$ cat src/rtl/pipe_pkg.sv
// Shared types for the pipeline sequencer: FSM state, RUN-priority decision
// and the bundle of pipeline control outputs.
package pipe_pkg;

  typedef enum logic [1:0] {
    ST_RUN      = 2'd0,
    ST_MEM_WAIT = 2'd1,
    ST_DRAIN    = 2'd2,
    ST_HALTED   = 2'd3
  } state_t;

  localparam logic [4:0] REG_ZERO = 5'd0;

  // Which RUN rule wins this cycle, highest priority first.
  typedef enum logic [2:0] {
    RC_WAIT     = 3'd0,
    RC_REDIRECT = 3'd1,
    RC_RESUME   = 3'd2,
    RC_LU       = 3'd3,
    RC_HALT     = 3'd4,
    RC_GO       = 3'd5
  } run_case_t;

  typedef struct packed {
    logic pc_en;
    logic if_id_en;
    logic flush_if_id;
    logic bubble;
    logic pipe_freeze;
    logic halted;
  } ctrl_t;

  // RC_RESUME: a drain interrupted by a memory wait picks up where it left off.
  function automatic run_case_t run_rule(input logic mw, input logic redirect,
                                         input logic draining, input logic lu,
                                         input logic halt_req);
    if (mw)       return RC_WAIT;
    if (redirect) return RC_REDIRECT;
    if (draining) return RC_RESUME;
    if (lu)       return RC_LU;
    if (halt_req) return RC_HALT;
    return RC_GO;
  endfunction

  function automatic ctrl_t run_ctrl(input run_case_t rc);
    ctrl_t c;
    c.pc_en       = 1'b0;
    c.if_id_en    = 1'b0;
    c.flush_if_id = 1'b0;
    c.bubble      = 1'b1;
    c.pipe_freeze = 1'b0;
    c.halted      = 1'b0;
    case (rc)
      RC_WAIT: begin
        c.bubble      = 1'b0;
        c.pipe_freeze = 1'b1;
      end
      RC_REDIRECT: begin
        c.pc_en       = 1'b1;
        c.if_id_en    = 1'b1;
        c.flush_if_id = 1'b1;
      end
      RC_GO: begin
        c.pc_en    = 1'b1;
        c.if_id_en = 1'b1;
        c.bubble   = 1'b0;
      end
      default: ;
    endcase
    return c;
  endfunction

endpackage

$ cat src/rtl/pipe_ctrl_if.sv
// Bundle between the pipeline sequencer (master) and the core datapath (slave).
// dmem_req is held by MEM while an access is outstanding; dmem_ack marks the
// single cycle it completes. A cycle with dmem_req=1 and dmem_ack=0 is a wait.
interface pipe_ctrl_if #(
  parameter int CNT_W = 16
) ();
  import pipe_pkg::*;

  logic             id_valid;
  logic [4:0]       id_read_reg1;
  logic [4:0]       id_read_reg2;
  logic             id_uses_rs2;
  logic             id_hlt;
  logic             ex_valid;
  logic             ex_mem_reg;
  logic             ex_reg_write;
  logic [4:0]       ex_write_reg;
  logic             ex_redirect;
  logic             dmem_req;
  logic             dmem_ack;
  logic             pc_en;
  logic             if_id_en;
  logic             flush_if_id;
  logic             bubble;
  logic             pipe_freeze;
  logic             halted;
  logic [CNT_W-1:0] stall_cycles;
  state_t           dbg_state;

  modport master (
    input  id_valid, id_read_reg1, id_read_reg2, id_uses_rs2, id_hlt,
    input  ex_valid, ex_mem_reg, ex_reg_write, ex_write_reg, ex_redirect,
    input  dmem_req, dmem_ack,
    output pc_en, if_id_en, flush_if_id, bubble, pipe_freeze, halted,
    output stall_cycles, dbg_state
  );

  modport slave (
    output id_valid, id_read_reg1, id_read_reg2, id_uses_rs2, id_hlt,
    output ex_valid, ex_mem_reg, ex_reg_write, ex_write_reg, ex_redirect,
    output dmem_req, dmem_ack,
    input  pc_en, if_id_en, flush_if_id, bubble, pipe_freeze, halted,
    input  stall_cycles, dbg_state
  );
endinterface

$ cat src/rtl/pipe_ctrl_hazard_cmp.sv
// Load-use comparator: a load in EX whose rd is read by the ID instruction.
// Kept standalone so the forwarding unit can share it.
module hazard_cmp
  import pipe_pkg::*;
(
  input  logic       id_valid,
  input  logic [4:0] id_read_reg1,
  input  logic [4:0] id_read_reg2,
  input  logic       id_uses_rs2,
  input  logic       ex_valid,
  input  logic       ex_mem_reg,
  input  logic       ex_reg_write,
  input  logic [4:0] ex_write_reg,
  output logic       lu
);
  logic rs1_hit;
  logic rs2_hit;
  logic load_live;

  assign load_live = ex_valid & ex_mem_reg & ex_reg_write & id_valid &
                     (ex_write_reg != REG_ZERO);
  assign rs1_hit   = (ex_write_reg == id_read_reg1);
  assign rs2_hit   = id_uses_rs2 & (ex_write_reg == id_read_reg2);
  assign lu        = load_live & (rs1_hit | rs2_hit);
endmodule

$ cat src/rtl/pipe_ctrl.sv
// Pipeline sequencer: stalls for load-use and data-memory waits, flushes on
// EX redirects, drains and stops the core on halt, counts stall cycles.
module pipe_ctrl
  import pipe_pkg::*;
#(
  parameter int DRAIN_CYCLES = 3,
  parameter int CNT_W        = 16
) (
  input logic        clk,
  input logic        rst_n,
  pipe_ctrl_if.master bus
);
  localparam logic [3:0] DRAIN_INIT = 4'(DRAIN_CYCLES);

  state_t           state;
  state_t           state_nxt;
  logic [3:0]       drain_cnt;
  logic [3:0]       drain_nxt;
  logic [CNT_W-1:0] stall_cnt;
  logic             lu;
  logic             mw;
  run_case_t        rc_run;
  run_case_t        rc_ack;
  ctrl_t            ctl;

  hazard_cmp u_hazard_cmp (
    .id_valid     (bus.id_valid),
    .id_read_reg1 (bus.id_read_reg1),
    .id_read_reg2 (bus.id_read_reg2),
    .id_uses_rs2  (bus.id_uses_rs2),
    .ex_valid     (bus.ex_valid),
    .ex_mem_reg   (bus.ex_mem_reg),
    .ex_reg_write (bus.ex_reg_write),
    .ex_write_reg (bus.ex_write_reg),
    .lu           (lu)
  );

  assign mw = bus.dmem_req & ~bus.dmem_ack;

  // rc_ack is the RUN decision on the cycle a memory wait completes.
  assign rc_run = run_rule(mw, bus.ex_redirect, drain_cnt != 4'd0, lu,
                           bus.id_valid & bus.id_hlt);
  assign rc_ack = run_rule(1'b0, bus.ex_redirect, drain_cnt != 4'd0, lu,
                           bus.id_valid & bus.id_hlt);

  always_ff @(posedge clk or negedge rst_n) begin
    if (!rst_n) begin
      state     <= ST_RUN;
      drain_cnt <= 4'd0;
    end else begin
      state     <= state_nxt;
      drain_cnt <= drain_nxt;
    end
  end

  always_comb begin
    state_nxt = state;
    drain_nxt = drain_cnt;
    unique case (state)
      ST_RUN: begin
        case (rc_run)
          RC_WAIT:     state_nxt = ST_MEM_WAIT;
          RC_REDIRECT: drain_nxt = 4'd0;
          RC_RESUME:   state_nxt = ST_DRAIN;
          RC_HALT: begin
            drain_nxt = DRAIN_INIT;
            state_nxt = ST_DRAIN;
          end
          default: ;
        endcase
      end
      ST_MEM_WAIT: begin
        if (!mw) begin
          state_nxt = ST_RUN;
          if (rc_ack == RC_REDIRECT) drain_nxt = 4'd0;
        end
      end
      ST_DRAIN: begin
        if (mw) begin
          state_nxt = ST_MEM_WAIT;
        end else if (bus.ex_redirect) begin
          drain_nxt = 4'd0;
          state_nxt = ST_RUN;
        end else if (drain_cnt <= 4'd1) begin
          drain_nxt = 4'd0;
          state_nxt = ST_HALTED;
        end else begin
          drain_nxt = drain_cnt - 4'd1;
        end
      end
      ST_HALTED: ;
    endcase
  end

  // Reset forces the control outputs asynchronously, not just via the state.
  always_comb begin
    ctl = run_ctrl(RC_LU);
    if (rst_n) begin
      unique case (state)
        ST_RUN:      ctl = run_ctrl(rc_run);
        ST_MEM_WAIT: ctl = mw ? run_ctrl(RC_WAIT) : run_ctrl(rc_ack);
        ST_DRAIN: begin
          if (mw) begin
            ctl.pipe_freeze = 1'b1;
          end else if (bus.ex_redirect) begin
            ctl.pc_en       = 1'b1;
            ctl.if_id_en    = 1'b1;
            ctl.flush_if_id = 1'b1;
          end
        end
        ST_HALTED: begin
          ctl.halted      = 1'b1;
          ctl.pipe_freeze = 1'b1;
        end
      endcase
    end
  end

  always_ff @(posedge clk or negedge rst_n) begin
    if (!rst_n) begin
      stall_cnt <= '0;
    end else if (!ctl.pc_en && state != ST_HALTED && stall_cnt != '1) begin
      stall_cnt <= stall_cnt + 1'b1;
    end
  end

  assign bus.pc_en        = ctl.pc_en;
  assign bus.if_id_en     = ctl.if_id_en;
  assign bus.flush_if_id  = ctl.flush_if_id;
  assign bus.bubble       = ctl.bubble;
  assign bus.pipe_freeze  = ctl.pipe_freeze;
  assign bus.halted       = ctl.halted;
  assign bus.stall_cycles = stall_cnt;
  assign bus.dbg_state    = state;
endmodule

$ cat src/flat_wrapper.sv
// flat-port wrapper written by rule: the top's interface ports become plain ports
module pipe_ctrl_flat import pipe_pkg::*;
#(
  parameter int DRAIN_CYCLES = 3,
  parameter int CNT_W        = 16
)
  (clk, rst_n, bus_id_valid, bus_id_read_reg1, bus_id_read_reg2, bus_id_uses_rs2, bus_id_hlt, bus_ex_valid, bus_ex_mem_reg, bus_ex_reg_write, bus_ex_write_reg, bus_ex_redirect, bus_dmem_req, bus_dmem_ack, bus_pc_en, bus_if_id_en, bus_flush_if_id, bus_bubble, bus_pipe_freeze, bus_halted, bus_stall_cycles, bus_dbg_state);
  pipe_ctrl_if #(.CNT_W(CNT_W)) bus_i ();
  input logic clk;
  input logic rst_n;
  input wire logic [$bits(bus_i.id_valid)-1:0] bus_id_valid;
  input wire logic [$bits(bus_i.id_read_reg1)-1:0] bus_id_read_reg1;
  input wire logic [$bits(bus_i.id_read_reg2)-1:0] bus_id_read_reg2;
  input wire logic [$bits(bus_i.id_uses_rs2)-1:0] bus_id_uses_rs2;
  input wire logic [$bits(bus_i.id_hlt)-1:0] bus_id_hlt;
  input wire logic [$bits(bus_i.ex_valid)-1:0] bus_ex_valid;
  input wire logic [$bits(bus_i.ex_mem_reg)-1:0] bus_ex_mem_reg;
  input wire logic [$bits(bus_i.ex_reg_write)-1:0] bus_ex_reg_write;
  input wire logic [$bits(bus_i.ex_write_reg)-1:0] bus_ex_write_reg;
  input wire logic [$bits(bus_i.ex_redirect)-1:0] bus_ex_redirect;
  input wire logic [$bits(bus_i.dmem_req)-1:0] bus_dmem_req;
  input wire logic [$bits(bus_i.dmem_ack)-1:0] bus_dmem_ack;
  output wire logic [$bits(bus_i.pc_en)-1:0] bus_pc_en;
  output wire logic [$bits(bus_i.if_id_en)-1:0] bus_if_id_en;
  output wire logic [$bits(bus_i.flush_if_id)-1:0] bus_flush_if_id;
  output wire logic [$bits(bus_i.bubble)-1:0] bus_bubble;
  output wire logic [$bits(bus_i.pipe_freeze)-1:0] bus_pipe_freeze;
  output wire logic [$bits(bus_i.halted)-1:0] bus_halted;
  output wire logic [$bits(bus_i.stall_cycles)-1:0] bus_stall_cycles;
  output wire logic [$bits(bus_i.dbg_state)-1:0] bus_dbg_state;
  assign bus_i.id_valid = bus_id_valid;
  assign bus_i.id_read_reg1 = bus_id_read_reg1;
  assign bus_i.id_read_reg2 = bus_id_read_reg2;
  assign bus_i.id_uses_rs2 = bus_id_uses_rs2;
  assign bus_i.id_hlt = bus_id_hlt;
  assign bus_i.ex_valid = bus_ex_valid;
  assign bus_i.ex_mem_reg = bus_ex_mem_reg;
  assign bus_i.ex_reg_write = bus_ex_reg_write;
  assign bus_i.ex_write_reg = bus_ex_write_reg;
  assign bus_i.ex_redirect = bus_ex_redirect;
  assign bus_i.dmem_req = bus_dmem_req;
  assign bus_i.dmem_ack = bus_dmem_ack;
  assign bus_pc_en = bus_i.pc_en;
  assign bus_if_id_en = bus_i.if_id_en;
  assign bus_flush_if_id = bus_i.flush_if_id;
  assign bus_bubble = bus_i.bubble;
  assign bus_pipe_freeze = bus_i.pipe_freeze;
  assign bus_halted = bus_i.halted;
  assign bus_stall_cycles = bus_i.stall_cycles;
  assign bus_dbg_state = bus_i.dbg_state;
  pipe_ctrl #(.DRAIN_CYCLES(DRAIN_CYCLES), .CNT_W(CNT_W)) u_core (.clk(clk), .rst_n(rst_n), .bus(bus_i));
endmodule
$ cat config.mk
export PLATFORM = sky130hd
export DESIGN_NAME = pipe_ctrl_flat
export DESIGN_NICKNAME = d
export VERILOG_FILES = /design/src/rtl/pipe_pkg.sv /design/src/rtl/pipe_ctrl_if.sv /design/src/rtl/pipe_ctrl_hazard_cmp.sv /design/src/rtl/pipe_ctrl.sv /design/src/flat_wrapper.sv
export SDC_FILE = /design/constraint.sdc
export NUM_CORES = 1
export LEC_CHECK = 0
export ABC_AREA = 1
export CORE_MARGIN = 10
export CORE_UTILIZATION = 31
export DETAILED_ROUTE_END_ITERATION = 10
export MAX_ROUTING_LAYER = met4
export PLACE_DENSITY = 0.54
export SLEW_MARGIN = 15
export SYNTH_ARGS = -nofsm -noshare
export SYNTH_HDL_FRONTEND = slang
export SYNTH_SLANG_ARGS = --single-unit
$ cat constraint.sdc
create_clock -name clk -period 2.35 [get_ports clk]
set_input_delay 0.47 -clock clk [delete_from_list [all_inputs] [get_ports clk]]
set_output_delay 0.47 -clock clk [all_outputs]
set_load 0.02 [all_outputs]
==> impl.org, run 1 <==
** GRT
- In the global route stage, overall resource usage came out at 0.114.
- First-pass GRT wire length :: between 9 and 10 mm
- The number of antenna violations at the first check in global routing was 0.
- Global routing finished with a remaining overflow of 0.
- The via count of the first global-routing pass came to ~2000.
- Entering global routing, the biggest net connects 25 pins.

** Clock network
- TritonCTS built the clock tree.
- Clock tree synthesis inserted a total of 3 buffers.
- Maximum level of the CTS H-tree :: 1
- Clock latency on the worst-skew pair, taken at its later pin, is 0.26 ns.
- The cell sitting at the root of the clock tree is a sky130_fd_sc_hd__clkbuf_8.
- After clock tree synthesis, the clock-pin slew on the worst setup and hold paths is roughly 0.070 ns.
- No sink is reached through more buffers than the 2 on the longest clock path.
- The tree built by TritonCTS fans out to 22 sinks.

** Placement
- At the end of routability-driven placement, the weighted congestion stood at about 0.85.
- Post-DP Area :: 2680 µm²
- Half-perimeter wire length of the detailed placement result :: 4.20 mm
- Buffers placed on the I/O ports in this run total 49.
- DP Cell Count :: 420

** Yosys
- Post-synth EDFFs :: 0
- The number of different library cells used by synthesis comes to 35.
- Number of flip-flops and latches in the synthesized netlist :: 22
- Synth Net Count :: around 310
- In the synthesized netlist the dominant register cell turns out to be sky130_fd_sc_hd__dfrtp_1.
- Instance count of the mapped netlist :: around 280
- For this run, the register share of the synthesized area comes to 0.279.
- Avg Synthesized Cell Area :: 7.11 µm²
- Netlist area before placement :: 1980 µm²
- For this run, asynchronously set or reset flops after synthesis account for 1.00.
- For this run, the number of Yosys warnings is 0.

** STA
- Final-report setup violation count :: 0
- Transition at the pin with the smallest max-transition slack :: between 0.4 and 0.5 ns
- Minimum clock period after layout :: approximately 2.2 ns
- Final hold analysis gives a worst-case slack of 0.504 ns.
- Summed over all failing endpoints, the final setup total negative slack is 0 ns.
- The number of failing hold endpoints at the final stage is 0.
- Slew Viols, Final :: 0
- Final worst path period share :: 0.957
- Clock tree skew after final layout :: roughly 0.012 ns
- Achievable frequency :: about 440 MHz
- Max_slew headroom :: 0.699

** Worst setup path
- The worst setup path is captured at an output port.
- The worst register-to-register path begins at u_core.drain_cnt[1].
- Crit path DAT :: 1.78 ns
- Largest driver fanout on the critical path :: 4
- WP data required :: roughly 1.9 ns
- Element type at the critical path start :: input port
- Start point of the critical path :: bus_ex_valid
- Setup slack on the worst reg-to-reg path comes out at 0.35 ns.
- Critical path class :: input port to output port

** Cells and area
- Final standard cell count with taps included and fillers excluded :: 427
- Synthesis-to-layout area growth :: 41.5%
- Net count of the finished layout :: a little under 400
- Of the cells placed in the final design, the portion with a size suffix greater than 1 is 0.249.
- Total non-filler cell area in the finished layout :: approximately 2800 µm²
- Antenna Cells :: 0

** Floorplan
- Width of the die :: between 90 and 100 µm
- In this run the core area contains 29 standard-cell rows.
- The initial utilization of the core area, before any placement, comes to 0.315.
- The region available for standard cell placement spans roughly 6300 µm².
- For this design the top-level I/O count stands at 50.
- The die is roughly 100 µm tall.
- Floorplan die area :: roughly 10000 µm²

** Power
- Clock share of power :: 0.121
- Leakage power figure :: between 1 and 1.5 nW
- Of the total power, registers draw 0.248.
- Of the total power, the share spent switching nets is 0.452.
- The internal portion of the total power is 0.00122 W.
- In this run the power spent charging and discharging nets is roughly 0.001 W.
- Of the total power, combinational logic draws 0.632.
- Power, Total :: between 0.002 and 0.0025 W
- Max IR drop VDD :: ~0.00056 V
- In this run the power density over the cells is about 800 nW/µm².

** Route
- Wires add up to ~5.3 mm.
- Vias per Instance :: about 4.6
- In this run the remaining antenna-violating nets after routing total 0.
- Via Count :: 1978
- For this block, the initial DRC count from the detailed router was 83.
- After detailed routing, the number of remaining DRC violations is 0.
- After detailed routing, the average wire length per cell comes to around 13 µm.
- First-pass iteration count of the detailed router :: 5

** Min path
- The tightest min-delay check is of the flop to flop type.
- In this run the most critical hold path is launched from u_core.drain_cnt[1].

** Run
- MaxCap Viol Count :: 0

** Status
- Status :: finished clean
==> layout by cell type (no fill, tap or decap), types with 2 or more instances in the layout <==
cell,count
sky130_fd_sc_hd__nor3_1,4
sky130_fd_sc_hd__dlygate4sd2_1,15
sky130_fd_sc_hd__buf_6,2
sky130_fd_sc_hd__nand4_1,21
sky130_fd_sc_hd__clkbuf_8,4
sky130_fd_sc_hd__nor4_1,2
sky130_fd_sc_hd__nand2_4,2
sky130_fd_sc_hd__inv_1,29
sky130_fd_sc_hd__nor2_4,5
sky130_fd_sc_hd__xor2_1,7
sky130_fd_sc_hd__a21oi_1,2
sky130_fd_sc_hd__nor2_2,5
sky130_fd_sc_hd__nor2_1,16
sky130_fd_sc_hd__buf_12,2
sky130_fd_sc_hd__nand3_1,11
sky130_fd_sc_hd__inv_2,6
sky130_fd_sc_hd__nand2_2,24
sky130_fd_sc_hd__dlymetal6s2s_1,3
sky130_fd_sc_hd__nand2_1,76
sky130_fd_sc_hd__xnor2_1,8
sky130_fd_sc_hd__o21ai_1,2
sky130_fd_sc_hd__o21ai_0,5
sky130_fd_sc_hd__nand3_4,2
sky130_fd_sc_hd__clkdlybuf4s50_1,26
sky130_fd_sc_hd__ha_1,8
sky130_fd_sc_hd__nand3_2,5
sky130_fd_sc_hd__dfrtp_1,21
sky130_fd_sc_hd__buf_4,23
==> routing by layer <==
metal  GRT usage  wire, µm  vias up
met5           -         0        -
met4      0.0198        30        0
met3      0.0158       239        2
met2       0.185      2670       42
met1       0.148      2410      895
li1            -         -     1039
==> stage by stage <==
step / utilization / worst slack (ns)
after CTS: 0.438 / 0.000454
after global placement: 0.428 / -0.612
after detailed placement: 0.428 / -0.596
after floorplan: - / 0.0857
after global routing: 0.445 / -0.00218
final: 0.445 / 0.101
==> Yosys cell counts (all sizes together), types with 2 or more instances <==
master | number | area share
nand2 | 102 | 0.23
nor2 | 26 | 0.063
o21ai | 7 | 0.018
ha | 8 | 0.051
nand3 | 18 | 0.068
xor2 | 7 | 0.031
buf | 5 | 0.025
nor4 | 2 | 0.0063
dfrtp | 22 | 0.28
xnor2 | 9 | 0.040
nor3 | 5 | 0.015
a21oi | 2 | 0.0051
inv | 35 | 0.066
nand4 | 21 | 0.066
==> flip-flops by register name, summed over array words and instances (netlist names) <==
| register | cells |
|---|---|
| u_core.drain_cnt | 4 |
| u_core.bus.dbg_state | 2 |
| u_core.bus.stall_cycles | 16 |
==> cell families after synthesis <==
logic type	share of synthesized area
and+or+nand+nor	0.461
adders and majority gates	0.0507
xor gates and xnor gates	0.0709
AOI/OAI and AO/OA	0.0475
DFF	0.279
buffers and inverters	0.0912
==> area by class of cell <==
type	instances	area (µm²)
fillers	641	3480
multi-input cells	216	1290
repair buffers	73	674
flip-flops and latches	22	552
inverters	35	131
well taps	77	96.3
clock buffers	4	55.1
==> final timing paths <==
check,to,cells past startpoint
min reg2reg,u_core.drain_cnt[1],2
min in group asynchronous,u_core.bus.stall_cycles[15],2
max,bus_if_id_en,10
max in group asynchronous,u_core.bus.dbg_state[0],2
min,u_core.drain_cnt[1],2
max reg2reg,u_core.bus.stall_cycles[2],12
==> critical path: stages <==
cell and delay (ns):
sky130_fd_sc_hd__clkdlybuf4s50_1 0.39, sky130_fd_sc_hd__and3_1 0.18, sky130_fd_sc_hd__nand3_1 0.09, sky130_fd_sc_hd__inv_2 0.05
sky130_fd_sc_hd__nand2_4 0.08, sky130_fd_sc_hd__nand2_1 0.07, sky130_fd_sc_hd__nor2_2 0.15, sky130_fd_sc_hd__nand3_4 0.10
sky130_fd_sc_hd__nand2_4 0.09, sky130_fd_sc_hd__buf_6 0.11
==> power groups by stage <==
stage	clock network (W)	logic (W)	registers (W)
final	0.000270	0.00141	0.000552
after floorplan	0	0.000826	0.000615
after detailed placement	0	0.00140	0.000558
after global placement	0	0.00139	0.000555
after CTS	0.000285	0.00139	0.000552
after global routing	0.000299	0.00159	0.000569
==> timing repair <==
action	4_1_cts	5_1_grt
resized for setup	40	18
hold buffers	0	0
endpoints found under the setup margin	6	10
hold endpoints to repair	0	0
pin swaps	11	7
cloned	0	0
buffers inserted	2	1
Note: power is estimated with default switching activity, not from simulation.
==> run 2: changes to the inputs <==
CTS_CLUSTER_DIAMETER = 150   (was not set)
RECOVER_POWER = 100   (was not set)
==> run 2 against run 1 <==
Setup slack hardly changed; combinational power hardly changed; sequential cell count stayed put; global-route usage stayed put; first-iteration DRC count is 2.4% lower; utilization stayed put; die area stayed put; cell area stayed put; non-clock buffer count stayed put; register-to-register slack hardly changed; hold slack stayed put; highest routed layer unchanged.
==> impl.org, run 2 (same netlist as run 1, synthesis figures left out) <==
** Status
- Status :: finished clean

** STA
- The final-report max-slew violation count was 0.
- Transition at the pin with the smallest max-transition slack :: roughly 0.45 ns
- Dividing the final minimum period by the clock period gives 0.957.
- Clock skew on the completed layout was measured at ~0.010 ns.
- Max_slew headroom :: 0.699
- Achievable frequency :: roughly 440 MHz
- After layout, the minimum clock period comes to approximately 2.2 ns.
- The number of failing hold endpoints at the final stage is 0.
- Final-report setup violation count :: 0
- Setup total negative slack :: 0 ns

** Power
- Of the total power, the share spent switching nets is 0.455.
- Combinational cell fraction of total power :: 0.629
- Of the total power, registers draw 0.250.
- The share of total power dissipated in the clock network is 0.122.
- The internal portion of the total power is around 0.0012 W.
- The worst-case IR drop observed on VDD is about 0.00055 V.
- Leakage power figure :: 1.52 nW
- Dividing total power by cell area gives a power density of slightly below 800 nW/µm².
- Psw :: 0.00100 W

** Floorplan
- For this configuration, the core starts out at a cell density of 0.315.
- The die is 99.8 µm tall.
- The initialized floorplan defines 29 standard-cell rows.
- Standard cell core area :: roughly 6300 µm²
- The die covers around 10000 µm².
- Width of the die :: ~100 µm
- Pin placement for this block handled 50 I/O pins.

** GRT
- Summed over all layers, the global routing overflow is 0.
- Entering global routing, the biggest net connects 25 pins.
- The first global-routing pass estimated 9.54 mm of wire.
- Global routing usage summed across all routing layers :: 0.114
- The number of antenna violations at the first check in global routing came to 0.
- The via count of the first global-routing pass was approximately 2000.

** Cells and area
- The area growth from synthesis to layout is 41.5%.
- The library cell used most frequently in the layout, excluding fill and tap cells, is sky130_fd_sc_hd__nand2_1.
- Antenna Cells :: 0
- Most frequent cells in the layout :: 76 x sky130_fd_sc_hd__nand2_1, 29 x sky130_fd_sc_hd__inv_1, 24 x sky130_fd_sc_hd__nand2_2, 23 x sky130_fd_sc_hd__buf_4
- In the final layout, the share of cells above drive strength 1 is 0.249.
- In the final design database the tool counted 385 nets.
- The finished layout holds about 430 standard cells, fillers aside.
- The register with the most flip-flops in the layout has 16 of them.
- Fill cells :: between 600 and 700

** Route
- Vias per Instance :: around 4.6
- Final wirelength :: between 5 and 6 mm
- The count of nets left with antenna violations once routing finished came out at 0.
- For this run, the detailed router's first-pass iteration total came to 5.
- Detailed routing inserted a total of about 2000 vias.
- Dividing the detail-routed wire length by the instance count gives between 10 and 15 µm.
- For this run, design rule violations remaining after detail routing come to 0.
- DRT iter0 DRCs :: between 80 and 90

** Clock network
- The tree is rooted in a sky130_fd_sc_hd__clkbuf_8.
- Number of sinks on the clock net :: 22
- Insertion delay to the later sink of the worst-skew pair :: approximately 0.26 ns
- Number of buffers between clock root and the deepest sink :: 2
- Clock-pin slew was measured on the worst setup and hold paths at 0.07 ns.
- CTS built an H-tree with a depth of 1.
- For this design, the CTS-stage hold fixing added 0 buffers.
- TritonCTS built the clock tree.
- Counting the buffers created by CTS gives 3.

** Min path
- Along the worst hold path, the cell count comes to 2.
- Tightest Hold Check Type :: flop to flop

** Placement
- DP Cell Count :: 420
- Buffers placed on the I/O ports in this run total 49.
- Half-perimeter wire length of the detailed placement result :: between 4 and 5 mm
- Routability cong. :: around 0.85

** Worst setup path
- The number of buffers and inverters on the critical path is 3.
- Critical path class :: input port to output port
- On the critical path the largest part of the delay comes from simple AND/OR/NAND/NOR gates.
- Stages on the worst setup path :: 10
- Counting stages on the worst path, the most repeated cell is sky130_fd_sc_hd__nand2_4.
- Among all stages on the critical path, the largest delay is contributed by sky130_fd_sc_hd__clkdlybuf4s50_1.
- Data arrives at the worst endpoint at 1.78 ns.
- STA classifies the critical path endpoint as an output port.
- The worst setup path is launched from an input port.
- For the worst flop-to-flop path, the logic depth is 12.
- Traced cell by cell, the critical path runs through clkdlybuf4s50_1, and3_1, nand3_1, inv_2, nand2_4, nand2_1, nor2_2, nand3_4, nand2_4, buf_6.
- In this run the worst path has a maximum fanout of 4.
- Data on the critical path is required at its endpoint by 1.88 ns.
- CP max stage delay :: approximately 0.4 ns

** Run
- MaxCap Viol Count :: 0
## run 2: cell count changes in the layout (fill, tap and decap cells not counted), sizes merged
cell / previous run / this run
dlygate4sd3: 0 / 19
clkdlybuf4s50: 26 / 7
## run 2: power groups by stage
stage          clock [W]  sequential (W)  combinational, W
2_1_floorplan          0        0.000615          0.000826
3_3_place_gp           0        0.000555           0.00139
3_5_place_dp           0        0.000558           0.00140
4_1_cts         0.000285        0.000552           0.00139
5_1_grt         0.000299        0.000567           0.00156
6_report        0.000268        0.000550           0.00139
## run 2: metal layers
layer  vias up  routed length (µm)  track usage
li1       1041                   -            -
met1       895                2400        0.148
met2        43                2670        0.185
met3         2                 248       0.0158
met4         0                  30       0.0198
met5         -                   0            -
## run 2: worst min-delay path, stage by stage (launching register included)
cell and delay (ns):
sky130_fd_sc_hd__dfrtp_1 0.37, sky130_fd_sc_hd__nand2_1 0.06, sky130_fd_sc_hd__nand2_1 0.05
## run 2: final timing paths
kind | to | slack (ns) | from
worst max-delay path | bus_if_id_en | 0.10 | bus_ex_valid
worst min-delay path | u_core.drain_cnt[1] | 0.50 | u_core.drain_cnt[1]
worst max register to register | u_core.bus.stall_cycles[2] | 0.35 | u_core.drain_cnt[1]
worst min register to register | u_core.drain_cnt[1] | 0.50 | u_core.drain_cnt[1]
max in group asynchronous | u_core.bus.dbg_state[0] | 1.51 | rst_n
min in group asynchronous | u_core.bus.stall_cycles[15] | 0.66 | rst_n
## run 2: metrics by stage
step | power [W] | instance area (µm²) | util | hold WS, ns | setup slack (ns)
after global routing | 0.00243 | 2800 | 0.445 | 0.564 | -0.00218
after global placement | 0.00195 | 2680 | 0.428 | 0.485 | -0.612
final | 0.00220 | 2800 | 0.445 | 0.504 | 0.101
after CTS | 0.00223 | 2750 | 0.438 | 0.510 | 0.000454
after floorplan | 0.00144 | 1980 | - | 0.174 | 0.0857
after detailed placement | 0.00196 | 2680 | 0.428 | 0.491 | -0.596
## run 2: what timing repair did
action / in CTS / in global routing
buffers inserted: 2 / 1
resized for setup: 40 / 18
setup endpoints to repair: 6 / 10
pin swaps: 11 / 7
## run 2: layout make-up
type / instances / area (µm²) / share of cell area
clock buffer: 4 / 55.1 / 0.0197
inverter: 35 / 131 / 0.0470
multi-input combinational: 216 / 1290 / 0.460
sequential: 22 / 552 / 0.197
tap: 77 / 96.3 / 0.0345
timing repair buffer: 73 / 674 / 0.241
